**config.mk**
```make
export PLATFORM = sky130hd
export DESIGN_NAME = vgachargen_apb_slave
export DESIGN_NICKNAME = d
export VERILOG_FILES = /design/src/rtl/vgachargen_pkg.sv /design/src/rtl/vgachargen_word_merge.sv /design/src/rtl/vgachargen_apb_slave.sv
export SDC_FILE = /design/constraint.sdc
export NUM_CORES = 1
export LEC_CHECK = 0
export BUFFER_PORTS_ARGS = -buffer_cell sky130_fd_sc_hd__buf_2
export CORE_AREA = 4 4 164 166
export CTS_CLUSTER_DIAMETER = 50
export DETAILED_ROUTE_END_ITERATION = 12
export DIE_AREA = 0 0 168 170
export PLACE_DENSITY_LB_ADDON = 0.12
export SETUP_SLACK_MARGIN = 0.02
export SLEW_MARGIN = 20
export SYNTH_ARGS = -nofsm -noshare
export SYNTH_HDL_FRONTEND = slang
export SYNTH_SLANG_ARGS = --single-unit
```
**constraint.sdc**
```tcl
create_clock -name clk_i -period 1.85 [get_ports clk_i]
set_input_delay 0.2775 -clock clk_i [delete_from_list [all_inputs] [get_ports clk_i]]
set_output_delay 0.2775 -clock clk_i [all_outputs]
set_load 0.03 [all_outputs]
```
**src/rtl/vgachargen_pkg.sv**
```systemverilog
`default_nettype none
// ============================================================================
// Module  : vgachargen_pkg
// Purpose : Shared types and constants for the VGA character generator and
//           its APB slave: region decode enum, APB slave FSM state type,
//           memory depths and bus widths.
// Ports   : none (package)
// Revision: 1.0 - initial release
// ============================================================================
package vgachargen_pkg;

  localparam int APB_ADDR_WIDTH    = 32;
  localparam int APB_DATA_WIDTH    = 32;

  localparam int CH_MAP_DEPTH      = 2400;  // 80 x 30 text cells
  localparam int CH_MAP_ADDR_WIDTH = 12;
  localparam int CH_T_RW_DEPTH     = 128;
  localparam int CH_T_ADDR_WIDTH   = 7;
  localparam int CH_T_DATA_WIDTH   = 128;   // one 8x16 glyph per entry

  // Address region selected by paddr[15:14]
  typedef enum logic [1:0] {
    CH_MAP  = 2'b00,
    COL_MAP = 2'b01,
    CH_T_RW = 2'b10,
    RSVD    = 2'b11
  } apb_region_e;

  // APB slave transfer sequencer
  typedef enum logic [1:0] {
    ST_IDLE   = 2'b00,
    ST_ACCESS = 2'b01,
    ST_WAIT   = 2'b10,
    ST_DONE   = 2'b11
  } apb_state_e;

endpackage
`default_nettype wire

```
**src/rtl/vgachargen_word_merge.sv**
```systemverilog
`default_nettype none
// ============================================================================
// Module  : vgachargen_word_merge
// Purpose : Replaces the strobed bytes of one 32-bit word inside a 128-bit
//           glyph row, leaving every other byte as read from memory.
// Ports   : word_i     - 32-bit word to insert
//           word_sel_i - which of the four words is targeted (word w = bits
//                        [32w+31:32w])
//           strb_i     - byte enables within the targeted word
//           data_i     - original 128-bit row
//           data_o     - merged 128-bit row
// Revision: 1.0 - initial release
// ============================================================================
module vgachargen_word_merge (
  input  logic [31:0]  word_i,
  input  logic [1:0]   word_sel_i,
  input  logic [3:0]   strb_i,
  input  logic [127:0] data_i,
  output logic [127:0] data_o
);

  generate
    for (genvar w = 0; w < 4; w++) begin : g_word
      for (genvar b = 0; b < 4; b++) begin : g_byte
        assign data_o[32*w + 8*b +: 8] =
          ((word_sel_i == 2'(w)) && strb_i[b]) ? word_i[8*b +: 8]
                                               : data_i[32*w + 8*b +: 8];
      end
    end
  endgenerate

endmodule
`default_nettype wire

```
**src/rtl/vgachargen_apb_slave.sv**
```systemverilog
`default_nettype none
// ============================================================================
// Module  : vgachargen_apb_slave
// Purpose : APB4 responder giving bus access to the character map, colour
//           map and RW glyph table (port A of their dual-port BRAMs).
//           Map entries are 8 bits in data[7:0]; each 128-bit glyph row is
//           exposed as four 32-bit words and written by read-modify-write.
// Config  : VGACHARGEN_APB_STRB_EN - when defined, pstrb_i gates glyph bytes
//           and map writes require pstrb_i[0]; otherwise pstrb_i is ignored.
// Ports   : clk_i, arstn_i                 - clock, async active-low reset
//           psel_i/penable_i/pwrite_i,
//           paddr_i/pwdata_i/pstrb_i       - APB request
//           prdata_o/pready_o/pslverr_o    - APB response
//           ch_map_*   - character map port A (12b addr, 8b data, 1-cycle rd)
//           col_map_*  - colour map port A (same shape)
//           ch_t_rw_*  - glyph table port A (7b addr, 128b data, 1-cycle rd)
// Revision: 1.0 - initial release
// ============================================================================
module vgachargen_apb_slave #(
  parameter int CH_MAP_DEPTH  = vgachargen_pkg::CH_MAP_DEPTH,
  parameter int CH_T_RW_DEPTH = vgachargen_pkg::CH_T_RW_DEPTH
) (
  input  logic         clk_i,
  input  logic         arstn_i,
  input  logic         psel_i,
  input  logic         penable_i,
  input  logic         pwrite_i,
  input  logic [31:0]  paddr_i,
  input  logic [31:0]  pwdata_i,
  input  logic [3:0]   pstrb_i,
  output logic [31:0]  prdata_o,
  output logic         pready_o,
  output logic         pslverr_o,
  output logic [11:0]  ch_map_addr_o,
  output logic [7:0]   ch_map_data_o,
  output logic         ch_map_wen_o,
  input  logic [7:0]   ch_map_data_i,
  output logic [11:0]  col_map_addr_o,
  output logic [7:0]   col_map_data_o,
  output logic         col_map_wen_o,
  input  logic [7:0]   col_map_data_i,
  output logic [6:0]   ch_t_rw_addr_o,
  output logic [127:0] ch_t_rw_data_o,
  output logic         ch_t_rw_wen_o,
  input  logic [127:0] ch_t_rw_data_i
);

  import vgachargen_pkg::*;

  apb_state_e  state_q, state_d;
  apb_region_e region_q;
  logic [11:0] idx_q;      // paddr[13:2]: map index, or {glyph, word} for glyphs
  logic [31:0] wdata_q;
  logic        write_q;
  logic        err_q;

  apb_region_e w_region;
  logic        w_err;
  logic        w_setup;
  logic        w_map_strb_ok;
  logic [3:0]  w_strb;
  logic [31:0] w_rdata;
  logic [127:0] w_merged;
  logic        w_unused;

`ifdef VGACHARGEN_APB_STRB_EN
  logic [3:0]  strb_q;
  assign w_strb        = strb_q;
  assign w_map_strb_ok = strb_q[0];
  assign w_unused      = ^{paddr_i[31:16], paddr_i[1:0]};
`else
  assign w_strb        = 4'hF;
  assign w_map_strb_ok = 1'b1;
  assign w_unused      = ^{paddr_i[31:16], paddr_i[1:0], pstrb_i};
`endif

  // --------------------------------------------------------------------------
  // Address decode, evaluated on the setup cycle only
  // --------------------------------------------------------------------------
  assign w_region = apb_region_e'(paddr_i[15:14]);
  assign w_setup  = (state_q == ST_IDLE) && psel_i && !penable_i;

  always_comb begin
    w_err = 1'b0;
    case (w_region)
      CH_MAP, COL_MAP: w_err = ({20'b0, paddr_i[13:2]} >= 32'(CH_MAP_DEPTH));
      CH_T_RW:         w_err = (paddr_i[13:11] != 3'b000) ||
                               ({25'b0, paddr_i[10:4]} >= 32'(CH_T_RW_DEPTH));
      default:         w_err = 1'b1;
    endcase
  end

  // --------------------------------------------------------------------------
  // Request capture: memory addresses/data are held from these registers
  // until the next setup, so port A stays stable across wait states.
  // --------------------------------------------------------------------------
  always_ff @(posedge clk_i or negedge arstn_i) begin
    if (!arstn_i) begin
      region_q <= CH_MAP;
      idx_q    <= '0;
      wdata_q  <= '0;
      write_q  <= 1'b0;
      err_q    <= 1'b0;
`ifdef VGACHARGEN_APB_STRB_EN
      strb_q   <= '0;
`endif
    end else if (w_setup) begin
      region_q <= w_region;
      idx_q    <= paddr_i[13:2];
      wdata_q  <= pwdata_i;
      write_q  <= pwrite_i;
      err_q    <= w_err;
`ifdef VGACHARGEN_APB_STRB_EN
      strb_q   <= pstrb_i;
`endif
    end
  end

  // --------------------------------------------------------------------------
  // FSM state register
  // --------------------------------------------------------------------------
  always_ff @(posedge clk_i or negedge arstn_i) begin
    if (!arstn_i) begin
      state_q <= ST_IDLE;
    end else begin
      state_q <= state_d;
    end
  end

  // Read data: maps zero-extend, glyphs return the selected 32-bit word
  always_comb begin
    w_rdata = '0;
    case (region_q)
      CH_MAP:  w_rdata = {24'b0, ch_map_data_i};
      COL_MAP: w_rdata = {24'b0, col_map_data_i};
      CH_T_RW: w_rdata = ch_t_rw_data_i[{idx_q[1:0], 5'b0} +: 32];
      default: w_rdata = '0;
    endcase
  end

  // --------------------------------------------------------------------------
  // FSM next state and response/strobe outputs. psel_i is not consulted
  // after setup: an aborted transfer still runs to completion.
  // --------------------------------------------------------------------------
  always_comb begin
    state_d       = state_q;
    pready_o      = 1'b0;
    pslverr_o     = 1'b0;
    prdata_o      = '0;
    ch_map_wen_o  = 1'b0;
    col_map_wen_o = 1'b0;
    ch_t_rw_wen_o = 1'b0;

    case (state_q)
      ST_IDLE: begin
        if (w_setup) begin
          state_d = ST_ACCESS;
        end
      end

      ST_ACCESS: begin
        if (err_q) begin
          pready_o  = 1'b1;
          pslverr_o = 1'b1;
          state_d   = ST_IDLE;
        end else if (write_q && (region_q != CH_T_RW)) begin
          pready_o      = 1'b1;
          ch_map_wen_o  = w_map_strb_ok && (region_q == CH_MAP);
          col_map_wen_o = w_map_strb_ok && (region_q == COL_MAP);
          state_d       = ST_IDLE;
        end else begin
          // Reads wait one cycle for BRAM data; glyph writes need the old row
          state_d = ST_WAIT;
        end
      end

      ST_WAIT: begin
        if (write_q) begin
          // Only glyph writes reach here with write_q set
          ch_t_rw_wen_o = 1'b1;
          state_d       = ST_DONE;
        end else begin
          pready_o = 1'b1;
          prdata_o = w_rdata;
          state_d  = ST_IDLE;
        end
      end

      ST_DONE: begin
        pready_o = 1'b1;
        state_d  = ST_IDLE;
      end

      default: state_d = ST_IDLE;
    endcase
  end

  // --------------------------------------------------------------------------
  // Memory port A
  // --------------------------------------------------------------------------
  vgachargen_word_merge u_word_merge (
    .word_i     (wdata_q),
    .word_sel_i (idx_q[1:0]),
    .strb_i     (w_strb),
    .data_i     (ch_t_rw_data_i),
    .data_o     (w_merged)
  );

  assign ch_map_addr_o  = idx_q;
  assign ch_map_data_o  = wdata_q[7:0];
  assign col_map_addr_o = idx_q;
  assign col_map_data_o = wdata_q[7:0];
  assign ch_t_rw_addr_o = idx_q[8:2];
  // Merged row only shown during its strobe so the bus is quiet otherwise
  assign ch_t_rw_data_o = ch_t_rw_wen_o ? w_merged : '0;

endmodule
`default_nettype wire
```
==> key figures <==
Outcome
  – Status: finished, violations left
  – Failing checks: negative setup slack

Drt
  – DR vias: 7201
  – Wire length per cell: 20.9 µm
  – DRT Pass-1 Iters: 5
  – Vias per cell: 4.66
  – DR iter-0 viols: 370
  – # DRC: 0
  – Routed Antenna Nets: 0
  – Detailed Route WL: ~32000 µm

Logic synthesis
  – Synth Area per Inst: 6.61 µm²
  – Net Count, Synth: 1007
  – Seq cells post-synth: 50
  – Mapped Area: 0.00522 mm²
  – Post-Syn Instances: 790
  – Seq/Total Area, Yosys: 24.0%
  – Post-synth cell types: 30
  – Ys Warns: 0

Global routing
  – Total track usage: 20.8%
  – Vias in the first global route: 7262
  – Initial antenna violation count: 4
  – Largest net degree at the start of global routing: 32
  – Overflow after GRT: 0
  – First-pass GRT wire length: 46200 µm

Critical path
  – WP data arrival: 1.90 ns
  – Critical-path cell list: buf_12 -> buf_4 -> mux4_2 -> nor2b_2 -> buf_2
  – CP startpoint kind: flop
  – WP buf/inv: 3
  – Worst Setup Path Type: flop to primary output
  – Crit path max fanout: 11
  – Crit path largest cell delay: 0.49 ns
  – Req. time, crit path: 1.57 ns
  – Delay-heaviest family, CP: buffers and inverters
  – CP Capture Type: primary output
  – CP max-delay cell: mux4_2

Place
  – Placed cells: 1498
  – Post-DP HPWL: between 20000 and 25000 µm
  – DP Area: 0.00943 mm²
  – Port bufs: 406
  – Placer Congestion: 0.871

Clocking
  – Max Root-Sink Buffers: 2
  – Clock insertion delay at the later pin of the skew report: approximately 0.30 ns
  – TritonCTS buffer count: 5
  – H-tree depth: 2
  – CTS tree: built
  – Clock Sinks: 50
  – CTS clock-pin slew for the worst setup and hold paths: approximately 0.08 ns
  – CTS Root Buffer Type: clkbuf_16

Pwr
  – Leakage: approximately 5.4 nW
  – Worst VDD drop: 0.000752 V
  – Tot Pwr: 16.7 mW
  – PD cells: 1410 mW/mm²

Cells and area
  – Area grow syn2layout: 127%
  – Final Util: 46.3%
  – Final Cell Area: 0.0119 mm²
  – Final non-filler cell total: 1544
  – Commonest non-fill, non-tap cell in the layout: nand2_1
  – Most frequent cells in the layout: nand2_1 (266), buf_2 (248), buf_6 (158), a21oi_4 (115), nand2_2 (98)
  – Fraction of layout cells with a size suffix above 1: 71.0%
  – Fill count: 2527
  – Fin nets: 1422

STA
  – Final Hold Viols: 0
  – Rel. slew slack: about two thirds
  – Count of final setup violators: 160
  – Slew Limit Fails: 0
  – PnR worst setup slack: -0.325 ns
  – Fin crit share: 118%
  – Crit path time final: 2.18 ns
  – Measured slew at the worst slew-check pin: around 0.48 ns
  – Clock skew: 0.00864 ns
  – F_max: roughly 0.46 GHz
  – Unrepaired setup endpoints after global routing: yes
  – Setup TNS: -36.25 ns

Die
  – Ports: 429
  – Die area: 0.0286 mm²
  – Die Wd: around 170 µm
  – Die H: between 150 and 200 µm
  – Core area: 0.0256 mm²
  – # rows: approximately 60
  – Initial core utilization: 20.4%

Hold path
  – Min-delay worst type: input pin to flop

Flow run
  – Max-Cap Viols: 0
==> worst reg2reg max path: cells and delay by family, from the launching register on <==
family / cells / cell delay [ns]
buffers and inverters: 2 / 0.41
DFF: 1 / 0.41
and+or+nand+nor: 3 / 0.71
==> flip-flops by register name (all words and copies together), names as in the netlist <==
register,flops
ch_map_addr_o,12
region_q,2
state_q,2
err_q,1
write_q,1
wdata_q,32
==> final timing paths <==
| kind | start | endpoint | slack (ns) | cells past startpoint |
|---|---|---|---|---|
| setup / recovery | ch_map_addr_o[0] | prdata_o[27] | -0.33 | 5 |
| hold / removal | pwdata_i[0] | wdata_q[0] | 0.15 | 3 |
| setup reg to reg | state_q[0] | wdata_q[31] | 0.20 | 5 |
| hold reg to reg | ch_map_addr_o[9] | ch_map_addr_o[9] | 0.50 | 2 |
| max in group asynchronous | arstn_i | wdata_q[21] | 0.86 | 3 |
| min in group asynchronous | arstn_i | ch_map_addr_o[0] | 0.37 | 2 |
==> cell families (layout without fill, tap and decap cells) <==
kind of cell           after synthesis  count (layout)  synth area share (%)
AND/OR/NAND/NOR                    445             445                  34.5
AO/OA/AOI/OAI                      143             143                  14.2
buffers and inverters              112             528                  12.0
flip-flops                          50              50                  24.0
multiplexers                        40              40                  15.3
other                                0               3                     0
==> final cells by class <==
cell class,instances,area (µm²),share of cell area [%]
Sequential cell,50,1260,10.6
Multi-Input combinational cell,628,5420,45.7
Timing Repair Buffer,510,4570,38.5
Antenna cell,3,7.51,0.0633
Clock inverter,3,28.8,0.242
Tap cell,335,419,3.53
Clock buffer,5,125,1.05
Inverter,10,37.5,0.316
==> power by group <==
part / leakage [nW] / internal (mW) / total [mW] / switching [mW]
logic: 4.69 / 5.52 / 13.1 / 7.56
registers: 0.619 / 1.61 / 2.58 / 0.978
clock network: 0.0763 / 0.521 / 1.02 / 0.499
==> stage by stage <==
step                worst slack [ns]  hold WS, ns
floorplan                     -0.152      -0.0181
global placement             -0.0786        0.154
detailed placement           -0.0896        0.154
CTS                           -0.355        0.135
global route                  -0.399        0.139
finish                        -0.325        0.154
==> cell usage after synthesis <==
library cell	instances	area, µm²
a21oi_1	128	641
nand2b_1	7	43.8
o22ai_1	9	56.3
nor2b_1	26	163
buf_4	37	278
mux2i_1	8	80.1
a22o_1	1	8.76
buf_1	5	18.8
or4b_4	1	13.8
and2_0	1	6.26
or2_1	1	6.26
a21o_1	2	15.0
nor2_1	2	7.51
buf_2	35	175
dfrtp_1	50	1250
inv_1	10	37.5
nor4_1	1	6.26
nor4b_2	1	15.0
mux4_2	32	721
o211ai_1	1	7.51
o21ai_0	1	5.00
or4_1	1	7.51
nor3b_1	1	7.51
nand3b_1	1	7.51
nand2_1	400	1500
a2111oi_0	1	8.76
nor4b_1	1	8.76
or2_2	1	6.26
clkbuf_1	22	82.6
buf_6	3	33.8
==> metal layers <==
layer  share of wire, %  wire length (µm)  global-route usage (%)
met5              0.025                 8                       0
met4                1.3               414                    4.02
met3                5.4              1750                    3.46
met2                 50             16100                    35.7
met1                 43             14000                    28.0
==> what timing repair did <==
action                                 4_1_cts  5_1_grt
hold buffers                                 1        0
pin swaps                                   23       31
gates resized for setup                    412      139
setup endpoints to repair                  162      163
endpoints found under the hold margin        6        0
setup buffers                               17        4
cloned                                       8        8
(Power assumes the default switching activity.)
